==> src/rtl/sequence_monitor_pkg.sv <==
// Shared types and default widths for the sequence monitor slice.
package seq_mon_pkg;

    typedef enum logic [1:0] {
        IDLE  = 2'd0,
        SEED  = 2'd1,
        TRACK = 2'd2,
        LOST  = 2'd3
    } seq_mon_state_e;

    localparam int DATA_W_DEF = 8;
    localparam int CNT_W_DEF  = 16;
    localparam int HIST_DEPTH = 4;

endpackage

==> src/rtl/sequence_monitor_sat_counter.sv <==
// Saturating up-counter with synchronous clear; clear wins over increment.
module sat_counter #(
    parameter int W = 16
) (
    input  logic         clk,
    input  logic         rst_n,
    input  logic         clr,
    input  logic         inc,
    output logic [W-1:0] q
);

    logic [W-1:0] cnt_q;
    logic [W-1:0] cnt_d;

    always_comb begin
        cnt_d = cnt_q;
        if (clr) begin
            cnt_d = '0;
        end else if (inc && (cnt_q != {W{1'b1}})) begin
            cnt_d = cnt_q + {{(W-1){1'b0}}, 1'b1};
        end
    end

    always_ff @(posedge clk or negedge rst_n) begin
        if (!rst_n) begin
            cnt_q <= '0;
        end else begin
            cnt_q <= cnt_d;
        end
    end

    assign q = cnt_q;

endmodule

==> src/rtl/sequence_monitor.sv <==
// Checks a generator stream against an arithmetic progression and keeps lock/error status.
// Optional mismatch history buffer is built when SEQ_MON_HIST_EN is defined.
//
// state | meaning
// IDLE  | disarmed, beats ignored
// SEED  | armed, waiting for the first beat to seed the expected value
// TRACK | locked, every beat compared against exp_data
// LOST  | too many consecutive mismatches, beats ignored until start/stop
module sequence_monitor
    import seq_mon_pkg::*;
#(
    parameter int DATA_W   = DATA_W_DEF,
    parameter int CNT_W    = CNT_W_DEF,
    parameter int MAX_MISS = 3
) (
    input  logic              clk,
    input  logic              rst_n,
    input  logic              start,
    input  logic              stop,
    input  logic              in_valid,
    input  logic [DATA_W-1:0] in_data,
    input  logic [DATA_W-1:0] step,
    output logic [1:0]        state_o,
    output logic              seq_locked,
    output logic [DATA_W-1:0] exp_data,
    output logic [CNT_W-1:0]  match_cnt,
    output logic [CNT_W-1:0]  err_cnt,
    output logic              err_pulse
`ifdef SEQ_MON_HIST_EN
    ,
    input  logic [1:0]        hist_idx,
    output logic [DATA_W-1:0] hist_data,
    output logic [2:0]        hist_cnt
`endif
);

    localparam logic [3:0] MAX_MISS_L = MAX_MISS[3:0];

    seq_mon_state_e    state_q, state_d;
    logic [DATA_W-1:0] exp_q, exp_d;
    logic [3:0]        miss_run_q, miss_run_d;
    logic              err_pulse_q, err_pulse_d;
    logic              seq_locked_q, seq_locked_d;

    logic clr_cnt, beat_ok, beat_seed, beat_match, beat_miss, lost_hit;

    // stop beats start beats in_valid
    assign clr_cnt    = !stop && start;
    assign beat_ok    = !stop && !start && in_valid;
    assign beat_seed  = beat_ok && (state_q == SEED);
    assign beat_match = beat_ok && (state_q == TRACK) && (in_data == exp_q);
    assign beat_miss  = beat_ok && (state_q == TRACK) && (in_data != exp_q);
    assign lost_hit   = beat_miss && ((miss_run_q + 4'd1) == MAX_MISS_L);

    always_ff @(posedge clk or negedge rst_n) begin
        if (!rst_n) begin
            state_q      <= IDLE;
            exp_q        <= '0;
            miss_run_q   <= '0;
            err_pulse_q  <= 1'b0;
            seq_locked_q <= 1'b0;
        end else begin
            state_q      <= state_d;
            exp_q        <= exp_d;
            miss_run_q   <= miss_run_d;
            err_pulse_q  <= err_pulse_d;
            seq_locked_q <= seq_locked_d;
        end
    end

    always_comb begin
        state_d = state_q;
        if (stop) begin
            state_d = IDLE;
        end else if (start) begin
            state_d = SEED;
        end else if (beat_seed) begin
            state_d = TRACK;
        end else if (lost_hit) begin
            state_d = LOST;
        end
    end

    always_comb begin
        exp_d        = exp_q;
        miss_run_d   = miss_run_q;
        err_pulse_d  = beat_miss;
        seq_locked_d = (state_d == TRACK);
        if (clr_cnt) begin
            miss_run_d = '0;
        end else if (beat_seed) begin
            exp_d = in_data + step;
        end else if (beat_match) begin
            exp_d      = exp_q + step;
            miss_run_d = '0;
        end else if (beat_miss) begin
            exp_d      = in_data + step;
            miss_run_d = miss_run_q + 4'd1;
        end
    end

    sat_counter #(.W(CNT_W)) u_match_cnt (
        .clk   (clk),
        .rst_n (rst_n),
        .clr   (clr_cnt),
        .inc   (beat_match),
        .q     (match_cnt)
    );

    sat_counter #(.W(CNT_W)) u_err_cnt (
        .clk   (clk),
        .rst_n (rst_n),
        .clr   (clr_cnt),
        .inc   (beat_miss),
        .q     (err_cnt)
    );

    assign state_o    = state_q;
    assign seq_locked = seq_locked_q;
    assign exp_data   = exp_q;
    assign err_pulse  = err_pulse_q;

`ifdef SEQ_MON_HIST_EN
    logic [DATA_W-1:0] hist_mem_q [HIST_DEPTH];
    logic [DATA_W-1:0] hist_mem_d [HIST_DEPTH];
    logic [1:0]        wr_ptr_q, wr_ptr_d;
    logic [2:0]        hist_cnt_q, hist_cnt_d;
    logic [1:0]        rd_ptr;

    always_comb begin
        hist_mem_d = hist_mem_q;
        wr_ptr_d   = wr_ptr_q;
        hist_cnt_d = hist_cnt_q;
        if (clr_cnt) begin
            for (int i = 0; i < HIST_DEPTH; i++) hist_mem_d[i] = '0;
            wr_ptr_d   = '0;
            hist_cnt_d = '0;
        end else if (beat_miss) begin
            hist_mem_d[wr_ptr_q] = in_data;
            wr_ptr_d             = wr_ptr_q + 2'd1;
            if (hist_cnt_q != 3'd4) hist_cnt_d = hist_cnt_q + 3'd1;
        end
    end

    always_ff @(posedge clk or negedge rst_n) begin
        if (!rst_n) begin
            for (int i = 0; i < HIST_DEPTH; i++) hist_mem_q[i] <= '0;
            wr_ptr_q   <= '0;
            hist_cnt_q <= '0;
        end else begin
            hist_mem_q <= hist_mem_d;
            wr_ptr_q   <= wr_ptr_d;
            hist_cnt_q <= hist_cnt_d;
        end
    end

    // wr_ptr points at the next free slot, so newest sits one behind it
    assign rd_ptr    = wr_ptr_q - 2'd1 - hist_idx;
    assign hist_data = hist_mem_q[rd_ptr];
    assign hist_cnt  = hist_cnt_q;
`endif

endmodule

==> config.mk <==
export PLATFORM = sky130hd
export DESIGN_NAME = sequence_monitor
export DESIGN_NICKNAME = d
export VERILOG_FILES = /design/src/rtl/sequence_monitor_pkg.sv /design/src/rtl/sequence_monitor_sat_counter.sv /design/src/rtl/sequence_monitor.sv
export SDC_FILE = /design/constraint.sdc
export NUM_CORES = 1
export LEC_CHECK = 0
export ABC_AREA = 1
export CORE_UTILIZATION = 54
export DETAILED_ROUTE_END_ITERATION = 10
export GPL_ROUTABILITY_DRIVEN = 0
export PLACE_DENSITY = 0.85
export SLEW_MARGIN = 5
export SYNTH_ARGS = -nofsm -noshare
export SYNTH_HDL_FRONTEND = slang
export SYNTH_SLANG_ARGS = --single-unit
==> constraint.sdc <==
create_clock -name clk -period 2 [get_ports clk]
set_input_delay 0.3 -clock clk [delete_from_list [all_inputs] [get_ports clk]]
set_output_delay 0.3 -clock clk [all_outputs]
set_load 0.05 [all_outputs]
==> run metrics <==
mapped cell area=3720 um2; worst min path class=in2async; Sum Neg Setup Slack=0 ps; RSZ-0062 raised after global routing=false; # port buffers=64; kind of cell with the highest combined delay on the critical path=buffers and inverters; Detailed Route Iter0 Violations=210; TritonCTS clock tree=built; H-tree depth=2; Setup WS post-layout=~60 ps; worst path bufs/invs=1; antenna cells=0; Final Hold Vio Count=0; R2R cell count=11; largest net degree at the start of global routing=29; Worst-path clk slew=approximately 90 ps; Slew Limit Fails=0; Site Rows=29; worst-path cell chain=clkdlybuf4s50_1; synthesized area per cell=approximately 6.8 um2; Num CTS Buffers=5; grt total ovfl=0; first-pass GRT wire length=roughly 16 mm; die width=roughly 85 um; Clock Latency Late Sink=approximately 310 ps; area occupied by multi-input gates=roughly 2200 um2; Die Area=about 7200 um2; fin util=around 70%; final setup fails=0; post-synthesis sequential area ratio=between 30% and 40%; synth warn=0; outcome=completed; Post-Syn Nets=587; NumNets Final=roughly 670; kind of critical path=reg2out; Ports=65; Max clock buf depth=2; antenna-violating nets left=0; P&R area growth vs syn=25.9%; fmax=~520 MHz; sequential cell area=between 1000 and 1500 um2; Via-to-Cell Ratio=5.31; Worst Tran Pin Value=around 530 ps; routed wire length=just over 9 mm; layout cells sized above 1=under 10%; Pwr Density=approximately 690 nW/um2; number of global-route vias before repair=around 3600; Synth Register Bits=between 40 and 50; Die Ht=approximately 85 um; Cells after Synth=546; Max VDD drop=roughly 0.00049 V; drc violations=0; Worst setup SP type=flop; pre-CTS setup slack=-237 ps; CP max stage delay=~860 ps; Max Cap Viol=0; Initial Util=between 50 and 60%; Core Region=~6500 um2; WP depth=1; Tcrit/Tclk final=~97%; GRT Resource Usage Total=roughly 27%; Pleak=2.37 nW; Worst Path Required=roughly 1700 ps; DRT Pass-1 Iters=5; clock sinks=48; clk_skew=between 8 and 9 ps; WL per Instance=~13 um; peak fanout along the critical path=6; DP HPWL=6.92 mm; slowest CP cell=clkdlybuf4s50_1; Cell variety after synth=29; Fillers=496; Post-CTS Setup Bufs=0; fin crit period=between 1500 and 2000 ps; R2R Path Start=exp_data[0]; DR vias=3757; CTS Root Cell=clkbuf_8; Worst Setup End Kind=output port; initial antenna violation count=0; launch point of the critical path=u_match_cnt.q[6]; WHS=494 ps; Slew headroom=between 60% and 70%; WP data arrival=about 1600 ps
per-stage QoR:
stage / std cells / power [mW] / instance area (um2)
final: 708 / 3.21 / 4680
after global routing: 708 / 3.40 / 4680
after CTS: 708 / 3.20 / 4670
after detailed placement: 699 / 2.59 / 4570
after global placement: 699 / 2.54 / 4570
after floorplan: 546 / 2.13 / 3720
synthesized netlist by cell type:
cell / instances / area [um2]
nand4_4: 1 / 21.3
fa_1: 2 / 40.0
nand2_4: 2 / 22.5
buf_6: 4 / 45.0
nand3_1: 57 / 285
buf_4: 1 / 7.51
nor3_4: 1 / 16.3
nand4_1: 8 / 50.1
nand2_1: 194 / 728
or2_2: 2 / 12.5
a31oi_1: 1 / 6.26
ha_1: 18 / 225
nor2_4: 1 / 11.3
nor3b_4: 1 / 18.8
a21oi_1: 8 / 40.0
o21ai_0: 15 / 75.1
nand2_2: 3 / 18.8
buf_2: 1 / 5.00
dfrtp_1: 48 / 1200
xor2_1: 22 / 193
inv_1: 61 / 229
nor3_1: 8 / 40.0
nor2_1: 59 / 221
o21ai_1: 1 / 5.00
nor3b_1: 3 / 22.5
nand3_2: 2 / 20.0
xnor2_1: 10 / 87.6
clkbuf_1: 5 / 18.8
nand3b_1: 7 / 52.6
report_power, final:
part	total (mW)	leakage (nW)	internal [mW]	switching [mW]
combinational	1.37	1.68	0.514	0.852
clock	0.616	0.0455	0.283	0.333
sequential	1.23	0.644	1.07	0.157
total	3.21	2.37	1.87	1.34
cell families after synthesis:
group / Yosys count / share of synthesized area [%]
simple gates: 349 / 41.4
compound gates: 25 / 3.40
buf+inv: 72 / 8.21
flops: 48 / 32.3
fa+ha+maj: 20 / 7.13
xor+xnor: 32 / 7.53
final timing paths:
| check | to | slack [ps] |
|---|---|---|
| hold reg to reg | miss_run_q[2] | 580 |
| min in group clk | miss_run_q[2] | 580 |
| setup / recovery | match_cnt[6] | 60 |
| setup reg to reg | exp_data[6] | 200 |
| max in group asynchronous | u_err_cnt.q[13] | 910 |
| hold / removal | exp_data[1] | 490 |
state kept, by name, summed over array words and instances, names as in the netlist:
register       flops
err_pulse          1
u_match_cnt.q     16
state_o            2
exp_data           8
u_err_cnt.q       16
miss_run_q         4
seq_locked         1
repair_timing:
item / CTS / global route
setup endpoints to repair: 0 / 14
resized for setup: 0 / 6
hold buffers: 1 / 0
endpoints found under the hold margin: 20 / 0
layout make-up:
| cell class | count | share of cell area [%] |
|---|---|---|
| inverter | 61 | 4.89 |
| timing repair buffer | 88 | 17.9 |
| tap | 77 | 2.06 |
| multi-input combinational | 426 | 47.5 |
| clock buffer | 8 | 1.92 |
| sequential | 48 | 25.7 |
cell usage in the layout (no fill, tap or decap), types with 2 or more instances in the layout:
cell type,synthesis,final
nand3b_1,7,7
o21ai_0,15,14
a21oi_1,8,8
dfrtp_1,48,45
nand2_1,194,194
or2_2,2,2
dlymetal6s2s_1,0,3
nand3_1,57,57
clkdlybuf4s50_1,0,60
nor3b_1,3,3
nor3_1,8,8
clkbuf_1,5,2
clkbuf_8,0,6
ha_1,18,18
nand3_2,2,2
nor2_1,59,58
xor2_1,22,22
nand4_1,8,8
dfrtp_2,0,3
inv_1,61,61
xnor2_1,10,10
buf_4,1,22
fa_1,2,2
nand2_2,3,2
nand2_4,2,3
routing by layer:
| layer | global-route usage [%] | vias up | share of wire [%] |
|---|---|---|---|
| met5 | 0 | - | 0 |
| met4 | 8.78 | 0 | 1.4 |
| met3 | 5.45 | 19 | 5.3 |
| met2 | 46.6 | 110 | 49 |
| met1 | 33.6 | 1740 | 44 |
| li1 | - | 1888 | - |
Power figures use the tool's default switching activity.
